==> src/rtl/ece564_pkg.sv <==
// Shared types for the MAC job scheduler slice.
//   ADDR_W / DATA_W : SRAM address and data widths (dims packed {rows[15:0],cols[15:0]})
//   job_desc_t      : one queued matrix-multiply job descriptor
//   sched_state_e   : scheduler FSM states
package ece564_pkg;

  localparam int ADDR_W = 16;
  localparam int DATA_W = 32;

  typedef struct packed {
    logic [ADDR_W-1:0] a_base;
    logic [ADDR_W-1:0] b_base;
    logic [ADDR_W-1:0] res_base;
    logic              src_a;
    logic              src_b;
    logic              ovr;
    logic [DATA_W-1:0] in_dims;
    logic [DATA_W-1:0] wt_dims;
    logic              chain;
  } job_desc_t;

  typedef enum logic [1:0] {
    IDLE,
    LAUNCH,
    WAIT_BUSY,
    WAIT_DONE
  } sched_state_e;

endpackage

==> src/rtl/job_desc_fifo.sv <==
// Descriptor FIFO for the MAC job scheduler.
//   clk, reset_n : clock, async active-low reset (empties the FIFO)
//   push, push_data : write request and descriptor (ignored while full)
//   pop          : read request (ignored while empty)
//   head         : descriptor at the read pointer, valid while !empty
//   full, empty  : occupancy flags
module job_desc_fifo
  import ece564_pkg::*;
#(
  parameter int DEPTH = 4
) (
  input  logic      clk,
  input  logic      reset_n,
  input  logic      push,
  input  job_desc_t push_data,
  input  logic      pop,
  output job_desc_t head,
  output logic      full,
  output logic      empty
);

  localparam int PTR_W = $clog2(DEPTH);
  // DEPTH+1 occupancy states keep full and empty distinct.
  localparam int CW = $clog2(DEPTH + 1);
  localparam logic [CW-1:0]    CNT_FULL = CW'(DEPTH);
  localparam logic [CW-1:0]    CNT_ONE  = CW'(1);
  localparam logic [PTR_W-1:0] PTR_ONE  = PTR_W'(1);

  job_desc_t        mem_q [DEPTH];
  logic [PTR_W-1:0] wr_ptr_q, wr_ptr_d;
  logic [PTR_W-1:0] rd_ptr_q, rd_ptr_d;
  logic [CW-1:0]    count_q, count_d;
  logic             do_push, do_pop;

  assign full    = (count_q == CNT_FULL);
  assign empty   = (count_q == '0);
  assign do_push = push && !full;
  assign do_pop  = pop && !empty;
  assign head    = mem_q[rd_ptr_q];

  always_comb begin
    wr_ptr_d = wr_ptr_q;
    rd_ptr_d = rd_ptr_q;
    count_d  = count_q;
    if (do_push) wr_ptr_d = wr_ptr_q + PTR_ONE;
    if (do_pop)  rd_ptr_d = rd_ptr_q + PTR_ONE;
    if (do_push && !do_pop)      count_d = count_q + CNT_ONE;
    else if (!do_push && do_pop) count_d = count_q - CNT_ONE;
  end

  always_ff @(posedge clk or negedge reset_n) begin
    if (!reset_n) begin
      wr_ptr_q <= '0;
      rd_ptr_q <= '0;
      count_q  <= '0;
    end else begin
      wr_ptr_q <= wr_ptr_d;
      rd_ptr_q <= rd_ptr_d;
      count_q  <= count_d;
    end
  end

  // Storage needs no reset: entries are only read after being written.
  always_ff @(posedge clk) begin
    if (do_push) mem_q[wr_ptr_q] <= push_data;
  end

endmodule

==> src/rtl/mac_job_scheduler.sv <==
// Queues matrix-multiply job descriptors and runs the shared MAC one job at a time.
//   job_*          : descriptor producer interface (valid/ready)
//   mac_valid      : one-cycle start pulse; mac_ready: MAC idle/done
//   mac_*_base, mac_src_*, mac_ovr, mac_*_dims : active job config, held between jobs
//   mac_wr_en/addr : MAC result writes, tracked for result-base chaining
//   busy, job_done, jobs_done : status
//
// state     | meaning
// ----------+--------------------------------------------------------------
// IDLE      | no job running; pop head when FIFO non-empty and MAC ready
// LAUNCH    | mac_valid high for this single cycle
// WAIT_BUSY | wait for MAC to drop ready; ready high 2 cycles => 1x1 job done
// WAIT_DONE | MAC running; ready rising completes the job
module mac_job_scheduler
  import ece564_pkg::*;
#(
  parameter int DEPTH = 4,
  parameter int CNT_W = 8
) (
  input  logic              clk,
  input  logic              reset_n,
  input  logic              job_valid,
  output logic              job_ready,
  input  logic [ADDR_W-1:0] job_a_base,
  input  logic [ADDR_W-1:0] job_b_base,
  input  logic [ADDR_W-1:0] job_res_base,
  input  logic              job_src_a,
  input  logic              job_src_b,
  input  logic              job_ovr,
  input  logic [DATA_W-1:0] job_in_dims,
  input  logic [DATA_W-1:0] job_wt_dims,
  input  logic              job_chain,
  output logic              mac_valid,
  input  logic              mac_ready,
  output logic [ADDR_W-1:0] mac_a_base,
  output logic [ADDR_W-1:0] mac_b_base,
  output logic [ADDR_W-1:0] mac_res_base,
  output logic              mac_src_a,
  output logic              mac_src_b,
  output logic              mac_ovr,
  output logic [DATA_W-1:0] mac_in_dims,
  output logic [DATA_W-1:0] mac_wt_dims,
  input  logic              mac_wr_en,
  input  logic [ADDR_W-1:0] mac_wr_addr,
  output logic              busy,
  output logic              job_done,
  output logic [CNT_W-1:0]  jobs_done
);

  job_desc_t    job_in, head;
  logic         fifo_full, fifo_empty, pop, done;
  sched_state_e state_q, state_d;
  logic         wb_tmr_q, wb_tmr_d;
  logic         job_done_q, job_done_d;
  logic [CNT_W-1:0]  jobs_done_q, jobs_done_d;
  logic [ADDR_W-1:0] last_wr_q, last_wr_d;
  logic [ADDR_W-1:0] a_base_q, a_base_d, b_base_q, b_base_d, res_base_q, res_base_d;
  logic              src_a_q, src_a_d, src_b_q, src_b_d, ovr_q, ovr_d;
  logic [DATA_W-1:0] in_dims_q, in_dims_d, wt_dims_q, wt_dims_d;

  assign job_in = '{a_base: job_a_base, b_base: job_b_base, res_base: job_res_base,
                    src_a: job_src_a, src_b: job_src_b, ovr: job_ovr,
                    in_dims: job_in_dims, wt_dims: job_wt_dims, chain: job_chain};

  job_desc_fifo #(.DEPTH(DEPTH)) u_fifo (
    .clk       (clk),
    .reset_n   (reset_n),
    .push      (job_valid),
    .push_data (job_in),
    .pop       (pop),
    .head      (head),
    .full      (fifo_full),
    .empty     (fifo_empty)
  );

  always_comb begin
    state_d    = state_q;
    wb_tmr_d   = wb_tmr_q;
    pop        = 1'b0;
    done       = 1'b0;
    a_base_d   = a_base_q;
    b_base_d   = b_base_q;
    res_base_d = res_base_q;
    src_a_d    = src_a_q;
    src_b_d    = src_b_q;
    ovr_d      = ovr_q;
    in_dims_d  = in_dims_q;
    wt_dims_d  = wt_dims_q;
    case (state_q)
      IDLE: begin
        if (!fifo_empty && mac_ready) begin
          pop        = 1'b1;
          state_d    = LAUNCH;
          a_base_d   = head.a_base;
          b_base_d   = head.b_base;
          // Chain resolves here, after the previous job has fully completed.
          res_base_d = head.chain ? last_wr_q + ADDR_W'(1) : head.res_base;
          src_a_d    = head.src_a;
          src_b_d    = head.src_b;
          ovr_d      = head.ovr;
          in_dims_d  = head.ovr ? head.in_dims : '0;
          wt_dims_d  = head.ovr ? head.wt_dims : '0;
        end
      end
      LAUNCH: begin
        state_d  = WAIT_BUSY;
        wb_tmr_d = 1'b1;
      end
      WAIT_BUSY: begin
        if (!mac_ready) begin
          state_d = WAIT_DONE;
        end else if (wb_tmr_q == 1'b0) begin
          done    = 1'b1;
          state_d = IDLE;
        end else begin
          wb_tmr_d = wb_tmr_q - 1'b1;
        end
      end
      WAIT_DONE: begin
        if (mac_ready) begin
          done    = 1'b1;
          state_d = IDLE;
        end
      end
      default: state_d = IDLE;
    endcase
    job_done_d  = done;
    jobs_done_d = done ? jobs_done_q + CNT_W'(1) : jobs_done_q;
    last_wr_d   = mac_wr_en ? mac_wr_addr : last_wr_q;
  end

  always_ff @(posedge clk or negedge reset_n) begin
    if (!reset_n) begin
      state_q     <= IDLE;
      wb_tmr_q    <= 1'b0;
      job_done_q  <= 1'b0;
      jobs_done_q <= '0;
      last_wr_q   <= '0;
      a_base_q    <= '0;
      b_base_q    <= '0;
      res_base_q  <= '0;
      src_a_q     <= 1'b0;
      src_b_q     <= 1'b0;
      ovr_q       <= 1'b0;
      in_dims_q   <= '0;
      wt_dims_q   <= '0;
    end else begin
      state_q     <= state_d;
      wb_tmr_q    <= wb_tmr_d;
      job_done_q  <= job_done_d;
      jobs_done_q <= jobs_done_d;
      last_wr_q   <= last_wr_d;
      a_base_q    <= a_base_d;
      b_base_q    <= b_base_d;
      res_base_q  <= res_base_d;
      src_a_q     <= src_a_d;
      src_b_q     <= src_b_d;
      ovr_q       <= ovr_d;
      in_dims_q   <= in_dims_d;
      wt_dims_q   <= wt_dims_d;
    end
  end

  assign job_ready    = !fifo_full;
  assign mac_valid    = (state_q == LAUNCH);
  assign busy         = (state_q != IDLE) || !fifo_empty;
  assign job_done     = job_done_q;
  assign jobs_done    = jobs_done_q;
  assign mac_a_base   = a_base_q;
  assign mac_b_base   = b_base_q;
  assign mac_res_base = res_base_q;
  assign mac_src_a    = src_a_q;
  assign mac_src_b    = src_b_q;
  assign mac_ovr      = ovr_q;
  assign mac_in_dims  = in_dims_q;
  assign mac_wt_dims  = wt_dims_q;

endmodule

==> config.mk <==
export PLATFORM = sky130hd
export DESIGN_NAME = mac_job_scheduler
export DESIGN_NICKNAME = d
export VERILOG_FILES = /design/src/rtl/ece564_pkg.sv /design/src/rtl/job_desc_fifo.sv /design/src/rtl/mac_job_scheduler.sv
export SDC_FILE = /design/constraint.sdc
export NUM_CORES = 1
export LEC_CHECK = 0
export CAP_MARGIN = 5
export CORE_ASPECT_RATIO = 0.7
export CORE_MARGIN = 1
export CORE_UTILIZATION = 65
export CTS_CLUSTER_DIAMETER = 50
export DETAILED_ROUTE_END_ITERATION = 8
export DONT_BUFFER_PORTS = 1
export MAX_ROUTING_LAYER = met4
export PLACE_DENSITY = 0.81
export SYNTH_ARGS = -nofsm -noshare
export SYNTH_HDL_FRONTEND = slang
export SYNTH_SLANG_ARGS = --single-unit
export TNS_END_PERCENT = 5
==> constraint.sdc <==
create_clock -name clk -period 11.87 [get_ports clk]
set_input_delay 3.561 -clock clk [delete_from_list [all_inputs] [get_ports clk]]
set_output_delay 3.561 -clock clk [all_outputs]
set_load 0.01 [all_outputs]
; Word level (Yosys, flattened, before mapping)
; Memory sizes are Yosys's and may differ from the RTL's.
; Cells that the tools add are included.
[op_classes]
eq_ne = 8
reduce_logical = 18
n_mux = 21
addsub = 7
[ops]
columns = cell, n
row1 = $mux 32, 2
row2 = $add 16x1->16 const B, 1
row3 = $mux 16, 1
row4 = $mux 1, 9
row5 = $add 8x1->8 const B, 1
row6 = $mux 2, 4
row7 = $pmux 2 s4, 1
row8 = $mux 3, 2
row9 = $ne 2x2->1 const B, 3
row10 = $reduce_bool 2->1, 3
row11 = $logic_and 1x1->1, 5
row12 = $add 2x1->2 const B, 2
row13 = $eq 2x2->1 const B, 2
row14 = $logic_not 1->1, 4
row15 = $pmux 1 s2, 2
row16 = $reduce_and 2->1, 2
row17 = $add 3x1->3 const B, 1
row18 = $eq 3x3->1 const B, 1
row19 = $logic_not 3->1, 1
row20 = $ne 3x3->1 const B, 1
row21 = $reduce_and 3->1, 1
row22 = $sub 3x1->3 const B, 1
row23 = $eq 2x1->1 const B, 1
row24 = $logic_not 2->1, 1
row25 = other kinds (2), 2
[word_totals]
register_bits = 150
mem_bits_rw = 464
mem_count = 1
word_cells = 71
in_bits = 137
out_inout_bits = 127
[memory_table]
columns = name, depth, word_bits, read_ports, rd_clocked_by_memory_dff, write_ports, line
row1 = u_fifo.mem_q, 4, 116, 1, 0, 1, job_desc_fifo.sv:29  ; job_desc_t mem_q [DEPTH];

; Depth between registers and ports, before layout
[depth]
ltp_word = 9
ltp_mapped = 12
ltp_nobuf = 9

; Modules after synthesis
; Synthesis repeated with hierarchy kept, for this count alone.
[unflattened]
cells_unflattened = 1272
hier_area_um2 = 23114.7
[by_module_without_submodules]
columns = module, instances, area_each_um2, seq_area_each_um2, cells_each
row1 = job_desc_fifo, 1, 17110.2, 14108.5, 642
row2 = mac_job_scheduler, 1, 6004.5, 3578.4, 630

; Worst setup path before layout
; OpenSTA, ideal clock, no wires.
[synth_path]
path_kind = input -> register
start = input port job_valid
end = memory u_fifo.mem_q[0][0] (netlist name), enable pin
setup_ns = 0.490
cell_stages = 1
t_required_ns = 11.380
path_buffers = 0
t_arrival_ns = 6.273
path_slack_ns = 5.108
cell_sequence = and3_1
[synth_via]
elab_chain_cells = 3
[synth_rtl]
columns = element, line
row1 = start: declaration, mac_job_scheduler.sv:22  ; input logic job_valid,
row2 = $logic_and 1x1->1, job_desc_fifo.sv:37  ; assign do_push = push && !full;
row3 = $mux 1, job_desc_fifo.sv:65  ; if (do_push) mem_q[wr_ptr_q] <= push_data;
row4 = $mux 1 (implied by the code), job_desc_fifo.sv:65
row5 = end: declaration, job_desc_fifo.sv:29
; Every way passes these cells.

; Final worst setup path
[layout_path]
start = input port mac_ready
end = register u_fifo.count_q[2]
[layout_via]
elab_chain_cells = 7
word_cells_on_any_way = 9
cone_classes = mux (3) / reduce/logical (6)
[layout_rtl]
columns = element, line
row1 = start: declaration, mac_job_scheduler.sv:34  ; input logic mac_ready,
row2 = $logic_and 1x1->1 (*), mac_job_scheduler.sv:91  ; if (!fifo_empty && mac_ready) begin
row3 = $mux 1 (*), mac_job_scheduler.sv:91
row4 = $mux 1 (*), mac_job_scheduler.sv:89  ; case (state_q)
row5 = $logic_and 1x1->1 (*), job_desc_fifo.sv:38  ; assign do_pop = pop && !empty;
row6 = $logic_not 1->1, job_desc_fifo.sv:47  ; if (do_push && !do_pop) count_d = count_q + CNT_ONE;
row7 = $logic_and 1x1->1, job_desc_fifo.sv:47
row8 = $mux 3 / $reduce_bool 2->1 (equally long branches), n/a
row9 = end signal: assignment, job_desc_fifo.sv:59  ; count_q <= count_d;
row10 = end: declaration, job_desc_fifo.sv:32  ; logic [CW-1:0] count_q, count_d;
; Every way passes the cells marked *; elsewhere a longest branch is shown, timed or not.
; A chain may end at the register's enable or synchronous reset.

==> flow_summary.json <==
{
  "outcome": "finished clean",
  "area_taken_by_multi_input_logic_gates_mm2": 0.004947,
  "power_leakage_nw": 8.624,
  "crit_path_start_kind": "input pin",
  "gr-total-overflow": 0,
  "highest_attainable_clock_frequency_mhz": 179.0,
  "inst_count_dp": 1611,
  "setup_viol": 0,
  "post-synth-top-area-fraction_pct": 60.45,
  "routed_via_density": 6.319,
  "power_density_mw_per_mm2": 253.2,
  "area_delta_synth_final_pct": 8.463,
  "mappedNetlistArea_mm2": 0.02305,
  "crit_type": "in2reg",
  "design_power_total_mw": 6.331,
  "avgSynthCellArea_um2": 19.43,
  "drive_above_1_share_pct": 21.36,
  "die_w_um": 227.1,
  "clock-skew-final_ns": 0.009813,
  "path_max_fanout": 82,
  "detailedRoute.firstPassIterationCount": 7,
  "route.detailed.wl_per_inst_um": 26.74,
  "clk_transition_reported_paths_ns": 0.06,
  "final_common_cell": "sky130_fd_sc_hd__edfxtp_1",
  "fin_nets": 1339,
  "worst_ep_required_time_ns": 12.37,
  "ys_ff_latch": 614,
  "timing.final.crit_period_ns": 5.587,
  "place.port_buffers": 0,
  "maxSlewViolCount": 0,
  "hold_buffers": 0,
  "netlist_top_cells_area": "sky130_fd_sc_hd__edfxtp_1 (60%), sky130_fd_sc_hd__dfrtp_1 (16%), sky130_fd_sc_hd__mux4_2 (11%), sky130_fd_sc_hd__mux2_2 (2.6%), sky130_fd_sc_hd__nand2_1 (2.5%)",
  "area.sequential_mm2": 0.01769,
  "fp.coreArea_mm2": 0.03480,
  "cts-htree-levels": 2,
  "start_util_pct": 66.22,
  "final_cell_mix": "sky130_fd_sc_hd__edfxtp_1 (464), sky130_fd_sc_hd__nand2_1 (153), sky130_fd_sc_hd__dfrtp_1 (148)",
  "setup-tns-final_ns": 0,
  "vias": 10830,
  "die_h_um": 159.6,
  "tightestPinTransition_ns": 1.106,
  "post_synthesis_net_count": 1331,
  "finalHoldViolations": 0,
  "dr.first_iter.drc_count": 836,
  "tritoncts": "done",
  "first_global_vias": 11380,
  "drt_wl_total_mm": 45.83,
  "worstSetupEndpointType": "register",
  "global_route_wire_length_before_repair_mm": 69.51,
  "tritoncts.num_buffers": 53,
  "number_of_max_cap_violations": 0,
  "post_cts_resize_count": 0,
  "finalNonFillerCells": 1714,
  "peakVddDrop_mv": 0.1735,
  "clock_insertion_delay_worst_skew_ns": 0.57,
  "post-synth-top-area-cell": "sky130_fd_sc_hd__edfxtp_1",
  "hold_removal_path_class": "reg2reg",
  "route.antenna.remaining_nets": 0,
  "grt_setup_unrepaired": "false",
  "number_of_antenna_violations_at_the_first_check_in_global_routing": 6,
  "ioPinCount": 264,
  "slew-limit-headroom_pct": 26.26,
  "fillCellCount": 2112,
  "cts.sinks": 614,
  "route.detailed.drc": 0,
  "synthesis.instances": 1186,
  "cts_root_buffer": "sky130_fd_sc_hd__clkbuf_16",
  "largest_net_degree_at_the_start_of_global_routing": 151,
  "place.detailed.hpwl_mm": 27.23,
  "std_cell_rows": 57,
  "worstPathArrival_ns": 6.08,
  "fp.dieArea_mm2": 0.03623,
  "ys.warnings.count": 0,
  "ctsLongestPathBuffers": 3,
  "post_synth_num_cell_types": 35,
  "ys_seq_area_share_pct": 76.74,
  "routabilityCongestion": 0.7492,
  "min_period_over_period_pct": 47.07,
  "cts_setup_buffers": 0,
  "grtUsageTotal_pct": 27.19
}
==> registers in the layout (all words and copies together), names as in the netlist, 2 cells and up <==
signal	cells
jobs_done	8
last_wr_q	16
mac_a_base	16
mac_b_base	16
mac_in_dims	32
mac_res_base	16
mac_wt_dims	32
state_q	2
u_fifo.count_q	3
u_fifo.mem_q	464
u_fifo.rd_ptr_q	2
u_fifo.wr_ptr_q	2
==> critical path, cell delays in order <==
cell                     delay (ns)
sky130_fd_sc_hd__and3_2        0.15
sky130_fd_sc_hd__buf_4         0.34
sky130_fd_sc_hd__inv_4         0.67
sky130_fd_sc_hd__ha_1          0.32
sky130_fd_sc_hd__inv_1         0.07
sky130_fd_sc_hd__fa_1          0.39
sky130_fd_sc_hd__xor2_1        0.19
sky130_fd_sc_hd__nor2_1        0.14
sky130_fd_sc_hd__xor2_1        0.17
==> Yosys cell counts, drive strengths merged <==
cell type and number:
nand3b 1, o21ai 79, clkbuf 11, ha 7
xor2 4, a211oi 1, and2 1, nor4 4
buf 48, a21oi 2, nor3 4, nand3 8
dfrtp 150, fa 1, nor2 11, clkinv 1
a22o 1, nand2b 8, or3 4, xnor2 19
nand2 153, mux2 53, mux4 116, edfxtp 464
mux2i 4, a31oi 3, inv 9, and3 6
nand4 5, a21o 1, o221ai 7
==> metrics by stage <==
step	instance area, um^2	utilization, %	hold WS (ns)	setup WS, ns
after floorplan	23050	-	0.4563	5.108
final	25000	71.83	0.5108	6.283
after CTS	24980	71.79	0.5093	6.371
after detailed placement	23360	67.13	0.5005	5.761
after global placement	23360	67.13	0.4820	5.860
after global routing	25000	71.83	0.5403	6.143
==> layer usage <==
layer	part of all wire (%)	vias to the layer above	track usage (%)	wire length [um]
li1	-	4626	-	-
met3	9.1	86	8.581	4179
met1	40	5703	36.17	18300
met5	0	-	-	0
met4	3.0	0	9.152	1388
met2	48	416	40.42	21960
==> cell type report <==
class,count,area share [%]
timing repair buffer,12,0.3604
sequential,614,70.78
clock inverter,21,0.6356
clock buffer,76,5.851
tap,472,2.362
inverter,10,0.1602
multi-input combinational,503,19.79
antenna,6,0.06006
==> kinds of logic (layout without fill, tap and decap cells) <==
logic type	count (synthesis)	after routing	synth area share [%]
muxes	173	173	14.10
AOI/OAI and AO/OA	94	94	2.209
buffers and inverters	69	119	1.889
other	0	6	0
adders and majority gates	8	8	0.4668
and+or+nand+nor	205	205	3.724
xor gates and xnor gates	23	23	0.8740
DFF	614	614	76.74
==> worst paths after layout <==
path                                          startpoint                             end  slack [ns]  depth (start not counted)
setup / recovery                               mac_ready   u_fifo.count_q[2]$_DFFE_PN0P_        6.28                          9
hold / removal             u_fifo.count_q[2]$_DFFE_PN0P_   u_fifo.count_q[2]$_DFFE_PN0P_        0.51                          1
setup reg to reg           u_fifo.count_q[0]$_DFFE_PN0P_   u_fifo.count_q[2]$_DFFE_PN0P_        8.34                         10
hold reg to reg            u_fifo.count_q[2]$_DFFE_PN0P_   u_fifo.count_q[2]$_DFFE_PN0P_        0.51                          1
max in group asynchronous                        reset_n  u_fifo.rd_ptr_q[0]$_DFFE_PN0P_        8.90                          0
min in group asynchronous                        reset_n      mac_a_base[14]$_DFFE_PN0N_        2.68                          0
==> report_power, final <==
group,internal [mW],leakage (nW),switching [mW]
sequential,2.88,6.12,0.391
combinational,0.652,1.70,0.776
clock,0.901,0.802,0.732
total,4.43,8.62,1.90
Power figures use the tool's default switching activity.
